`config.mk`:
```
export PLATFORM = sky130hd
export DESIGN_NAME = camera_window_reader
export DESIGN_NICKNAME = d
export VERILOG_FILES = /design/src/rtl/camera_pkg.sv /design/src/rtl/isi_sync_frontend.sv /design/src/rtl/camera_window_reader.sv
export SDC_FILE = /design/constraint.sdc
export NUM_CORES = 1
export LEC_CHECK = 0
export ABC_AREA = 1
export CORE_UTILIZATION = 41
export CTS_BUF_LIST = sky130_fd_sc_hd__clkbuf_2
export DETAILED_ROUTE_END_ITERATION = 7
export PLACE_DENSITY_LB_ADDON = 0.25
export SKIP_LAST_GASP = 1
export SLEW_MARGIN = 20
export SYNTH_ARGS = -nofsm -noshare
export SYNTH_HDL_FRONTEND = slang
export SYNTH_SLANG_ARGS = --single-unit
```
`constraint.sdc`:
```
create_clock -name pixclk_i -period 4.9 [get_ports pixclk_i]
set_input_delay 1.47 -clock pixclk_i [delete_from_list [all_inputs] [get_ports pixclk_i]]
set_output_delay 1.47 -clock pixclk_i [all_outputs]
set_load 0.05 [all_outputs]
```
`src/rtl/camera_pkg.sv`:
```
// Shared types for the camera window reader: FSM states, window config, end clipping.
package camera_pkg;

    // Width of the window/counter fields carried in window_cfg_t.
    localparam int CAM_CNT_W = 16;

    typedef enum logic [1:0] {
        S_WAIT  = 2'd0,
        S_FRAME = 2'd1,
        S_DONE  = 2'd2
    } state_t;

    typedef struct packed {
        logic [CAM_CNT_W-1:0] x0;
        logic [CAM_CNT_W-1:0] y0;
        logic [CAM_CNT_W-1:0] w;
        logic [CAM_CNT_W-1:0] h;
        logic [1:0]           dx;
        logic [1:0]           dy;
    } window_cfg_t;

    // Exclusive window end (origin + size), computed one bit wider and clipped
    // to the counter maximum so a saturated counter can never fall inside.
    function automatic logic [CAM_CNT_W-1:0] clip_end(input logic [CAM_CNT_W-1:0] org,
                                                      input logic [CAM_CNT_W-1:0] len);
        logic [CAM_CNT_W:0] sum;
        sum = {1'b0, org} + {1'b0, len};
        return sum[CAM_CNT_W] ? {CAM_CNT_W{1'b1}} : sum[CAM_CNT_W-1:0];
    endfunction

endpackage

```
`src/rtl/isi_sync_frontend.sv`:
```
// Sensor pin capture: one register stage, sync polarity normalised to active-high,
// then frame-start (vsync fall) and line-end (hsync fall) edge strobes.
module isi_sync_frontend #(
    parameter int PIX_WIDTH      = 8,
    parameter bit HSYNC_ACT_HIGH = 1'b1,
    parameter bit VSYNC_ACT_HIGH = 1'b1
) (
    input  logic                 pixclk_i,
    input  logic                 rst_n_i,
    input  logic [PIX_WIDTH-1:0] pixel_data_i,
    input  logic                 hsync_i,
    input  logic                 vsync_i,
    output logic [PIX_WIDTH-1:0] pix,
    output logic                 hs_act,
    output logic                 frame_start,
    output logic                 line_end
);

    logic hs_n, vs_n;
    logic hs_q, hs_d, vs_q, vs_d;

    assign hs_n = HSYNC_ACT_HIGH ? hsync_i : ~hsync_i;
    assign vs_n = VSYNC_ACT_HIGH ? vsync_i : ~vsync_i;

    // Capture pins and keep one extra sync stage for edge detection.
    always_ff @(posedge pixclk_i or negedge rst_n_i) begin
        if (!rst_n_i) begin
            pix  <= '0;
            hs_q <= 1'b0;
            hs_d <= 1'b0;
            vs_q <= 1'b0;
            vs_d <= 1'b0;
        end else begin
            pix  <= pixel_data_i;
            hs_q <= hs_n;
            hs_d <= hs_q;
            vs_q <= vs_n;
            vs_d <= vs_q;
        end
    end

    assign hs_act      = hs_q;
    assign frame_start = vs_d & ~vs_q;
    assign line_end    = hs_d & ~hs_q;

endmodule

```
`src/rtl/camera_window_reader.sv`:
```
// Camera window reader: row/col tracking, window crop with power-of-2 decimation,
// frame/line markers, line-length checker and FIFO reset hold-off, all on pixclk.
module camera_window_reader
    import camera_pkg::*;
#(
    parameter int PIX_WIDTH      = 8,
    parameter int CNT_WIDTH      = CAM_CNT_W,  // must match CAM_CNT_W (window_cfg_t fields)
    parameter bit HSYNC_ACT_HIGH = 1'b1,
    parameter bit VSYNC_ACT_HIGH = 1'b1,
    parameter int MAX_DEC_LOG2   = 3
) (
    input  logic                 pixclk_i,
    input  logic                 rst_n_i,
    input  logic [PIX_WIDTH-1:0] pixel_data_i,
    input  logic                 hsync_i,
    input  logic                 vsync_i,
    input  logic [CNT_WIDTH-1:0] win_x0_i,
    input  logic [CNT_WIDTH-1:0] win_y0_i,
    input  logic [CNT_WIDTH-1:0] win_w_i,
    input  logic [CNT_WIDTH-1:0] win_h_i,
    input  logic [1:0]           dec_x_log2_i,
    input  logic [1:0]           dec_y_log2_i,
    input  logic                 clr_err_i,
    output logic                 pix_valid_o,
    output logic [PIX_WIDTH-1:0] pix_o,
    output logic [CNT_WIDTH-1:0] row_o,
    output logic [CNT_WIDTH-1:0] col_o,
    output logic                 sof_o,
    output logic                 eol_o,
    output logic [CNT_WIDTH-1:0] frame_cnt_o,
    output logic                 line_err_o,
    output logic                 async_fifo_rst_o
);

    localparam logic [CNT_WIDTH-1:0] CNT_MAX = '1;

    logic [PIX_WIDTH-1:0] fe_pix;
    logic                 fe_hs, frame_start, line_end;

    isi_sync_frontend #(
        .PIX_WIDTH     (PIX_WIDTH),
        .HSYNC_ACT_HIGH(HSYNC_ACT_HIGH),
        .VSYNC_ACT_HIGH(VSYNC_ACT_HIGH)
    ) u_fe (
        .pixclk_i    (pixclk_i),
        .rst_n_i     (rst_n_i),
        .pixel_data_i(pixel_data_i),
        .hsync_i     (hsync_i),
        .vsync_i     (vsync_i),
        .pix         (fe_pix),
        .hs_act      (fe_hs),
        .frame_start (frame_start),
        .line_end    (line_end)
    );

    state_t               state_q, state_d;
    window_cfg_t          cfg_q;
    logic [CNT_WIDTH-1:0] col_q, row_q, len_q;
    logic                 len_vld_q, sof_pend_q;
    logic                 frame_done, err_set, keep, eol_c, win_en, last_row;
    logic [CNT_WIDTH-1:0] x_end, y_end, rel_x, rel_y;
    logic [1:0]           dx_clamp, dy_clamp;

    assign dx_clamp = (int'(dec_x_log2_i) > MAX_DEC_LOG2) ? 2'(MAX_DEC_LOG2) : dec_x_log2_i;
    assign dy_clamp = (int'(dec_y_log2_i) > MAX_DEC_LOG2) ? 2'(MAX_DEC_LOG2) : dec_y_log2_i;

    assign x_end  = clip_end(cfg_q.x0, cfg_q.w);
    assign y_end  = clip_end(cfg_q.y0, cfg_q.h);
    assign rel_x  = col_q - cfg_q.x0;
    assign rel_y  = row_q - cfg_q.y0;
    assign win_en = (cfg_q.w != '0) && (cfg_q.h != '0);

    // Window membership and decimation phase for the pixel currently on the bus.
    always_comb begin
        keep = 1'b0;
        eol_c = 1'b0;
        if (state_q == S_FRAME && !frame_start && fe_hs && win_en
            && col_q >= cfg_q.x0 && col_q < x_end
            && row_q >= cfg_q.y0 && row_q < y_end
            && (rel_x & ~(CNT_MAX << cfg_q.dx)) == '0
            && (rel_y & ~(CNT_MAX << cfg_q.dy)) == '0)
            keep = 1'b1;
        eol_c = ({1'b0, col_q} + ((CNT_WIDTH+1)'(1) << cfg_q.dx)) >= {1'b0, x_end};
    end

    // The line that just ended is the last window row.
    assign last_row = line_end && win_en && (({1'b0, row_q} + (CNT_WIDTH+1)'(1)) == {1'b0, y_end});

    // Frame FSM: a new frame start always (re)opens S_FRAME.
    always_comb begin
        state_d    = state_q;
        frame_done = 1'b0;
        case (state_q)
            S_WAIT:  if (frame_start) state_d = S_FRAME;
            S_FRAME: begin
                if (frame_start) state_d = S_FRAME;
                else if (last_row) begin
                    state_d    = S_DONE;
                    frame_done = 1'b1;
                end
            end
            S_DONE:  if (frame_start) state_d = S_FRAME;
            default: state_d = S_WAIT;
        endcase
    end

    // Any line after the first of a frame whose length differs from it is an error.
    always_comb begin
        err_set = 1'b0;
        if (line_end && !frame_start && state_q != S_WAIT && len_vld_q && col_q != len_q)
            err_set = 1'b1;
    end

    // State, saturating counters, shadow window config and line-length reference.
    always_ff @(posedge pixclk_i or negedge rst_n_i) begin
        if (!rst_n_i) begin
            state_q   <= S_WAIT;
            col_q     <= '0;
            row_q     <= '0;
            cfg_q     <= '0;
            len_q     <= '0;
            len_vld_q <= 1'b0;
        end else begin
            state_q <= state_d;
            if (line_end)                   col_q <= '0;
            else if (fe_hs && col_q != CNT_MAX) col_q <= col_q + 1'b1;
            if (frame_start)                row_q <= '0;
            else if (line_end && row_q != CNT_MAX) row_q <= row_q + 1'b1;
            if (frame_start) begin
                cfg_q     <= '{x0: win_x0_i, y0: win_y0_i, w: win_w_i, h: win_h_i,
                               dx: dx_clamp, dy: dy_clamp};
                len_vld_q <= 1'b0;
            end else if (line_end && state_q != S_WAIT && !len_vld_q) begin
                len_q     <= col_q;
                len_vld_q <= 1'b1;
            end
        end
    end

    // Registered pixel outputs, markers, frame count, sticky error, FIFO reset.
    always_ff @(posedge pixclk_i or negedge rst_n_i) begin
        if (!rst_n_i) begin
            pix_valid_o      <= 1'b0;
            pix_o            <= '0;
            row_o            <= '0;
            col_o            <= '0;
            sof_o            <= 1'b0;
            eol_o            <= 1'b0;
            frame_cnt_o      <= '0;
            line_err_o       <= 1'b0;
            async_fifo_rst_o <= 1'b1;
            sof_pend_q       <= 1'b0;
        end else begin
            pix_valid_o <= keep;
            sof_o       <= keep && sof_pend_q;
            eol_o       <= keep && eol_c;
            if (keep) begin
                pix_o <= fe_pix;
                row_o <= rel_y >> cfg_q.dy;
                col_o <= rel_x >> cfg_q.dx;
            end
            if (frame_start)  sof_pend_q <= 1'b1;
            else if (keep)    sof_pend_q <= 1'b0;
            if (frame_done)   frame_cnt_o <= frame_cnt_o + 1'b1;
            if (err_set)      line_err_o <= 1'b1;
            else if (clr_err_i) line_err_o <= 1'b0;
            if (frame_start)  async_fifo_rst_o <= 1'b0;
        end
    end

endmodule
```
==> impl_metrics.ini, run 1 <==
[synth]
synth-seq-cells = 193
synthCells = 2024
synth-edff-count = 0
ys.flop_type = dfrtp_1
syn_area_mm2 = 0.0142
syn_avg_cell_area_um2 = 7.01
yosys_warnings = 0
yosysUniqueCellTypes = 54
synth_seq_area_share = 0.341
async_reset_ff_frac = 1.00
synth_fp_nets = 2226

[pwr]
cellLeakagePower_nw = 8.44
p_per_area_mw_per_mm2 = 278
power.total_mw = 4.54
peakVddDrop_uv = 143

[cells_and_area]
layout_commonest_cell = nand2_1
area_delta_synth_final_pct = 15.0
drive_gt1_frac = 0.0435
fin_area_mm2 = 0.0163
layout.cells.most_common_list = nand2_1 (654), inv_1 (238), dfrtp_1 (192)
fillers = 3377
layout.nets = 2352

[floorplan]
num_rows = 67
fp.dieW_um = 188
pin_count = 142
initial_core_util = 0.420
dieArea_mm2 = 0.0353
core_area_mm2 = 0.0338
die_h_um = 188

[routing]
viasPerCell = 5.13
drtPass1Iterations = 8
num_vias = 13400
drc = 0
wl_per_cell_um = 15.2
ant_nets = 0
drt_iter0_drc = 925
routed_wl_um = 39600

[sta]
min_period_ns = 4.46
clock_skew_ns = 0.0459
setup_tns_ns = 0
worst_slack_ns = 0.435
fmax_mhz = 224
rsz0062_at_grt = no
slew_viol_final = 0
setup_viol = 0
finalCritPeriodShare = 0.911
tightestPinTransition_ns = 1.00
slew_headroom = 0.330
hold_viol_final = 0
fin_hold_ws_ns = 0.465

[worst_setup_path]
slowest_stage = dfrtp_1
worstPathRequired_ns = 5.63
crit_arrival_ns = 5.19
crit_family = simple AND/OR/NAND/NOR gates
cp_num_buf_inv = 3
start_kind = flop
cp-end-kind = flop
cp_common_cell = nand2_1
critical_path_class = flop to flop
slowest_delay_ns = 0.47
path_cells = ha_1, a21oi_1, nand2_1, a21boi_1, o21ai_1, inv_1, o21a_1, o21ai_0, nand3_1, nand2_1, xor2_1, nor2_1, ha_1, nand2_1, inv_1, o21ai_0, o2111ai_1, nor4_2, nand3_1, nor2_4, nand2_4, buf_4, nand2_1, o21ai_0
path_max_fanout = 23

[grt]
overflow = 0
grt_antenna_before_repair = 1
grt_use_total = 0.232
grt_max_degree = 81
grt_pass1_vias = 13100
grt_pass1_wl_um = 66000

[run]
maxCapViolCount = 0

[clock_network]
root_buffer = clkbuf_2
postCtsSetupBuffers = 0
cts.htree.levels = 4
clkTransAtPathRegs_ns = 0.28
cts_tree = yes
ctsHoldBuffers = 0
postCtsResizedCells = 0
clockBufferDepth = 2
cts_made_buffers = 17
cts.sinks = 193
worstSkewPairLatency_ns = 0.83

[place]
port_buffers = 141
place_area_mm2 = 0.0161
routabilityCongestion = 0.958
dp_slack_ns = 0.287
dp_hpwl_um = 31300

[worst_hold_path]
hold_path_class = flop to flop

[status]
status = completed
[routing by layer]
layer,track usage,routed length (um),vias to the layer above
li1,-,-,6844
met1,0.284,17000,6211
met2,0.412,19600,279
met3,0.0275,1470,55
met4,0.0963,1550,0
met5,0,0,-
[registers in the layout, summed over array words and instances (netlist names), 2 cells and up]
name	cells
cfg_q	68
col_o	16
col_q	16
frame_cnt_o	16
len_q	16
row_o	16
row_q	16
pix_o	8
u_fe.pix	8
state_q	2
[layout make-up]
class,count,area [um2],area share
multi-input combinational,1537,8210,0.504
tap,448,561,0.0344
timing repair buffer,157,1550,0.0949
sequential,193,4830,0.296
clock inverter,14,141,0.00867
clock buffer,18,90.1,0.00552
antenna,1,2.50,0.000153
inverter,244,921,0.0565
[synth_stat cells (5+ instances only)]
| master | count | area share |
|---|---|---|
| nand2_1 | 654 | 0.17 |
| inv_1 | 238 | 0.063 |
| dfrtp_1 | 192 | 0.34 |
| nand3_1 | 147 | 0.052 |
| nor2_1 | 147 | 0.039 |
| o21ai_0 | 128 | 0.045 |
| ha_1 | 116 | 0.10 |
| a21oi_1 | 91 | 0.032 |
| nand4_1 | 43 | 0.019 |
| xor2_1 | 40 | 0.025 |
| clkbuf_1 | 33 | 0.0087 |
| xnor2_1 | 23 | 0.014 |
| nor3_1 | 22 | 0.0078 |
| or2_2 | 14 | 0.0062 |
| a31oi_1 | 12 | 0.0053 |
| nor4_1 | 12 | 0.0053 |
| nand3b_1 | 9 | 0.0048 |
| o22ai_1 | 9 | 0.0040 |
| a21o_1 | 7 | 0.0037 |
| buf_2 | 7 | 0.0025 |
| nand2_2 | 6 | 0.0026 |
| o21bai_1 | 6 | 0.0032 |
| fa_1 | 5 | 0.0071 |
[final timing paths]
| kind | start | end | slack [ns] | cells after the start |
|---|---|---|---|---|
| setup / recovery | cfg_q[22] | col_o[2] | 0.44 | 24 |
| hold / removal | u_fe.pix[7] | pix_o[7] | 0.47 | 2 |
| setup reg to reg | cfg_q[22] | col_o[2] | 0.44 | 24 |
| hold reg to reg | u_fe.pix[7] | pix_o[7] | 0.47 | 2 |
| max in group asynchronous | rst_n_i | len_q[6] | 3.50 | 2 |
| min in group asynchronous | rst_n_i | row_q[9] | 0.57 | 1 |
[logic make-up (layout without fill, tap and decap cells)]
logic type,Yosys count,in the layout,synth area share
fa+ha+maj,121,121,0.109
xor+xnor,63,63,0.0389
simple gates,1074,1074,0.322
buf+inv,294,433,0.0815
compound gates,278,278,0.107
flops,193,193,0.341
mux,1,1,0.000706
other cells,0,1,0
[tightest hold or removal path, stage by stage, from the launching register on]
cell	delay (ns)
dfrtp_1	0.38
nand2_1	0.05
nand2_1	0.05
[stage by stage]
step / std cells / util
CTS: 2611 / 0.482
global route: 2612 / 0.483
detailed placement: 2579 / 0.475
finish: 2612 / 0.483
floorplan: 2024 / -
global placement: 2579 / 0.475
[report_power, final]
group / leakage (nW) / internal [mW] / switching [mW]
Sequential: 2.53 / 1.70 / 0.118
Combinational: 5.77 / 0.705 / 1.21
Clock: 0.139 / 0.235 / 0.576
Total: 8.44 / 2.64 / 1.90
Note: power is estimated with default switching activity, not from simulation.
==> run 2, diff against run 1 <==
--- a/config.mk
+++ b/config.mk
@@ -6,6 +6,8 @@
 export NUM_CORES = 1
 export LEC_CHECK = 0
 export ABC_AREA = 1
+export CELL_PAD_IN_SITES_DETAIL_PLACEMENT = 0
+export CELL_PAD_IN_SITES_GLOBAL_PLACEMENT = 1
 export CORE_UTILIZATION = 41
 export CTS_BUF_LIST = sky130_fd_sc_hd__clkbuf_2
 export DETAILED_ROUTE_END_ITERATION = 7
==> run 2 against run 1 <==
Largest cell class unchanged. Total power up 1.3%. Cell area about the same. Sequential power about the same. Critical path type unchanged. Largest power group unchanged.
==> impl_metrics.ini, run 2 (same netlist as run 1, synthesis figures left out) <==
[status]
status = completed

[cells_and_area]
layout_commonest_cell = nand2_1
drive_gt1_frac = 0.0448
final_util = 0.483
layout.cells.most_common_list = nand2_1 (654), inv_1 (238), dfrtp_1 (192)
area_delta_synth_final_pct = 15.0
top_register = cfg_q
finalNonFillerCells = 2613
largest_reg_flops = 68
layout.nets = 2354
fin_area_mm2 = 0.0163

[floorplan]
dieArea_mm2 = 0.0353
pin_count = 142
fp.dieW_um = 188
core_area_mm2 = 0.0338
initial_core_util = 0.420
num_rows = 67
die_h_um = 188

[worst_setup_path]
slowest_stage = dfrtp_1
crit_arrival_ns = 5.20
critical_path_class = flop to flop
path_max_fanout = 19
cp_common_cell = nand2_1
slowest_delay_ns = 0.48
worstPathRequired_ns = 5.64
path_cells = ha_1, fa_1, nand3_1, nand2_1, nand2_1, o21ai_2, nand2_1, nand2_1, o21bai_1, a21oi_1, ha_1, a21oi_1, nand3b_1, a21oi_1, nor4_2, nand3_1, nor2_4, nand2_4, buf_4, nand2_1, o21ai_0
cp-end-kind = flop
start_kind = flop

[clock_network]
worstSkewPairLatency_ns = 0.84
ctsHoldBuffers = 0
cts_made_buffers = 17
cts_tree = yes
postCtsSetupBuffers = 0
clockBufferDepth = 2
cts.sinks = 193
clkTransAtPathRegs_ns = 0.31
cts.htree.levels = 4
root_buffer = clkbuf_2

[place]
routabilityCongestion = 0.896
dp_slack_ns = 0.267
dp_hpwl_um = 32400
place_inst = 2581
place_area_mm2 = 0.0161
port_buffers = 141

[routing]
dr_wl_met3_um = 1400
wl_met1_um = 18100
num_vias = 13300
ant_nets = 0
wl_per_cell_um = 15.6
drtPass1Iterations = 5
routed.top_layer = met5
drc = 0
routed_wl_um = 40800
viasPerCell = 5.09
wl_met2_um = 19700
drt_iter0_drc = 778

[sta]
fmax_mhz = 224
tightestPinTransition_ns = 0.992
clock_skew_ns = 0.0486
slew_viol_final = 0
slew_headroom = 0.337
setup_tns_ns = 0
finalCritPeriodShare = 0.912
setup_viol = 0
rsz0062_at_grt = no
hold_viol_final = 0
worst_slack_ns = 0.432
min_period_ns = 4.47

[worst_hold_path]
hold_path_class = flop to flop

[pwr]
p_per_area_mw_per_mm2 = 282
peakVddDrop_uv = 135
cellLeakagePower_nw = 8.44

[grt]
grt_pass1_vias = 13000
overflow = 0
grt_use_total = 0.238
grt_max_degree = 83
grt_antenna_before_repair = 3
grt_pass1_wl_um = 66800

[run]
maxCapViolCount = 0
## run 2: changes by cell type in the layout (fill, tap and decap cells not counted), sizes merged
| cell | previous run | this run |
|---|---|---|
| buf | 16 | 18 |
| clkinv | 10 | 4 |
| clkinvlp | 2 | 4 |
| diode | 1 | 2 |
| inv | 244 | 246 |
## run 2: stage by stage
stage,hold WS [ns],total power [mW]
after floorplan,0.354,3.22
after global placement,0.421,3.76
after detailed placement,0.428,3.77
after CTS,0.463,4.64
after global routing,0.486,4.98
final,0.462,4.60
## run 2: layout make-up
class                           instances  area [um2]
Inverter                              244         921
Timing Repair Buffer                  159        1550
Clock inverter                         12         135
Clock buffer                           18        90.1
Multi-Input combinational cell       1537        8220
Sequential cell                       193        4830
Fill cell                            3483       17500
Antenna cell                            2        5.00
Tap cell                              448         561
## run 2: worst paths after layout
| kind | start | slack, ns | cells after the start | endpoint |
|---|---|---|---|---|
| max | cfg_q[20] | 0.43 | 21 | row_o[1] |
| min | async_fifo_rst_o | 0.46 | 2 | async_fifo_rst_o |
| max reg2reg | cfg_q[20] | 0.43 | 21 | row_o[1] |
| min reg2reg | async_fifo_rst_o | 0.46 | 2 | async_fifo_rst_o |
| max in group asynchronous | rst_n_i | 3.22 | 2 | row_o[13] |
| min in group asynchronous | rst_n_i | 0.63 | 1 | cfg_q[40] |
## run 2: worst max-delay path: cells and delay by family, from the launching register on
family                   cells  cell delay (ns)
AO/OA/AOI/OAI                6             0.95
adder cells (fa/ha/maj)      3             0.93
buffers and inverters        1             0.23
flip-flops                   1             0.48
AND/OR/NAND/NOR             11             1.73
## run 2: repair_timing
| action | 4_1_cts | 5_1_grt |
|---|---|---|
| hold endpoints to repair | 0 | 0 |
| resized for setup | 0 | 6 |
| setup endpoints to repair | 0 | 39 |
## run 2: metal layers
metal,up-vias,global-route usage
li1,6841,-
met1,6135,0.296
met2,256,0.411
met3,58,0.0339
met4,2,0.0979
met5,-,0
## run 2: report_power, final
group	internal, mW	switching [mW]	total [mW]	leakage (nW)
logic	0.705	1.23	1.93	5.78
clock network	0.234	0.608	0.842	0.129
registers	1.70	0.122	1.82	2.53
==> run 3, diff against run 2 <==
--- a/config.mk
+++ b/config.mk
@@ -6,10 +6,12 @@
 export NUM_CORES = 1
 export LEC_CHECK = 0
 export ABC_AREA = 1
+export CAP_MARGIN = 20
 export CELL_PAD_IN_SITES_DETAIL_PLACEMENT = 0
 export CELL_PAD_IN_SITES_GLOBAL_PLACEMENT = 1
 export CORE_UTILIZATION = 41
 export CTS_BUF_LIST = sky130_fd_sc_hd__clkbuf_2
+export CTS_CLUSTER_DIAMETER = 100
 export DETAILED_ROUTE_END_ITERATION = 7
 export PLACE_DENSITY_LB_ADDON = 0.25
 export SKIP_LAST_GASP = 1
==> results of run 3 <==
Same layout as run 2: the final DEF is identical, and so are final timing and power.
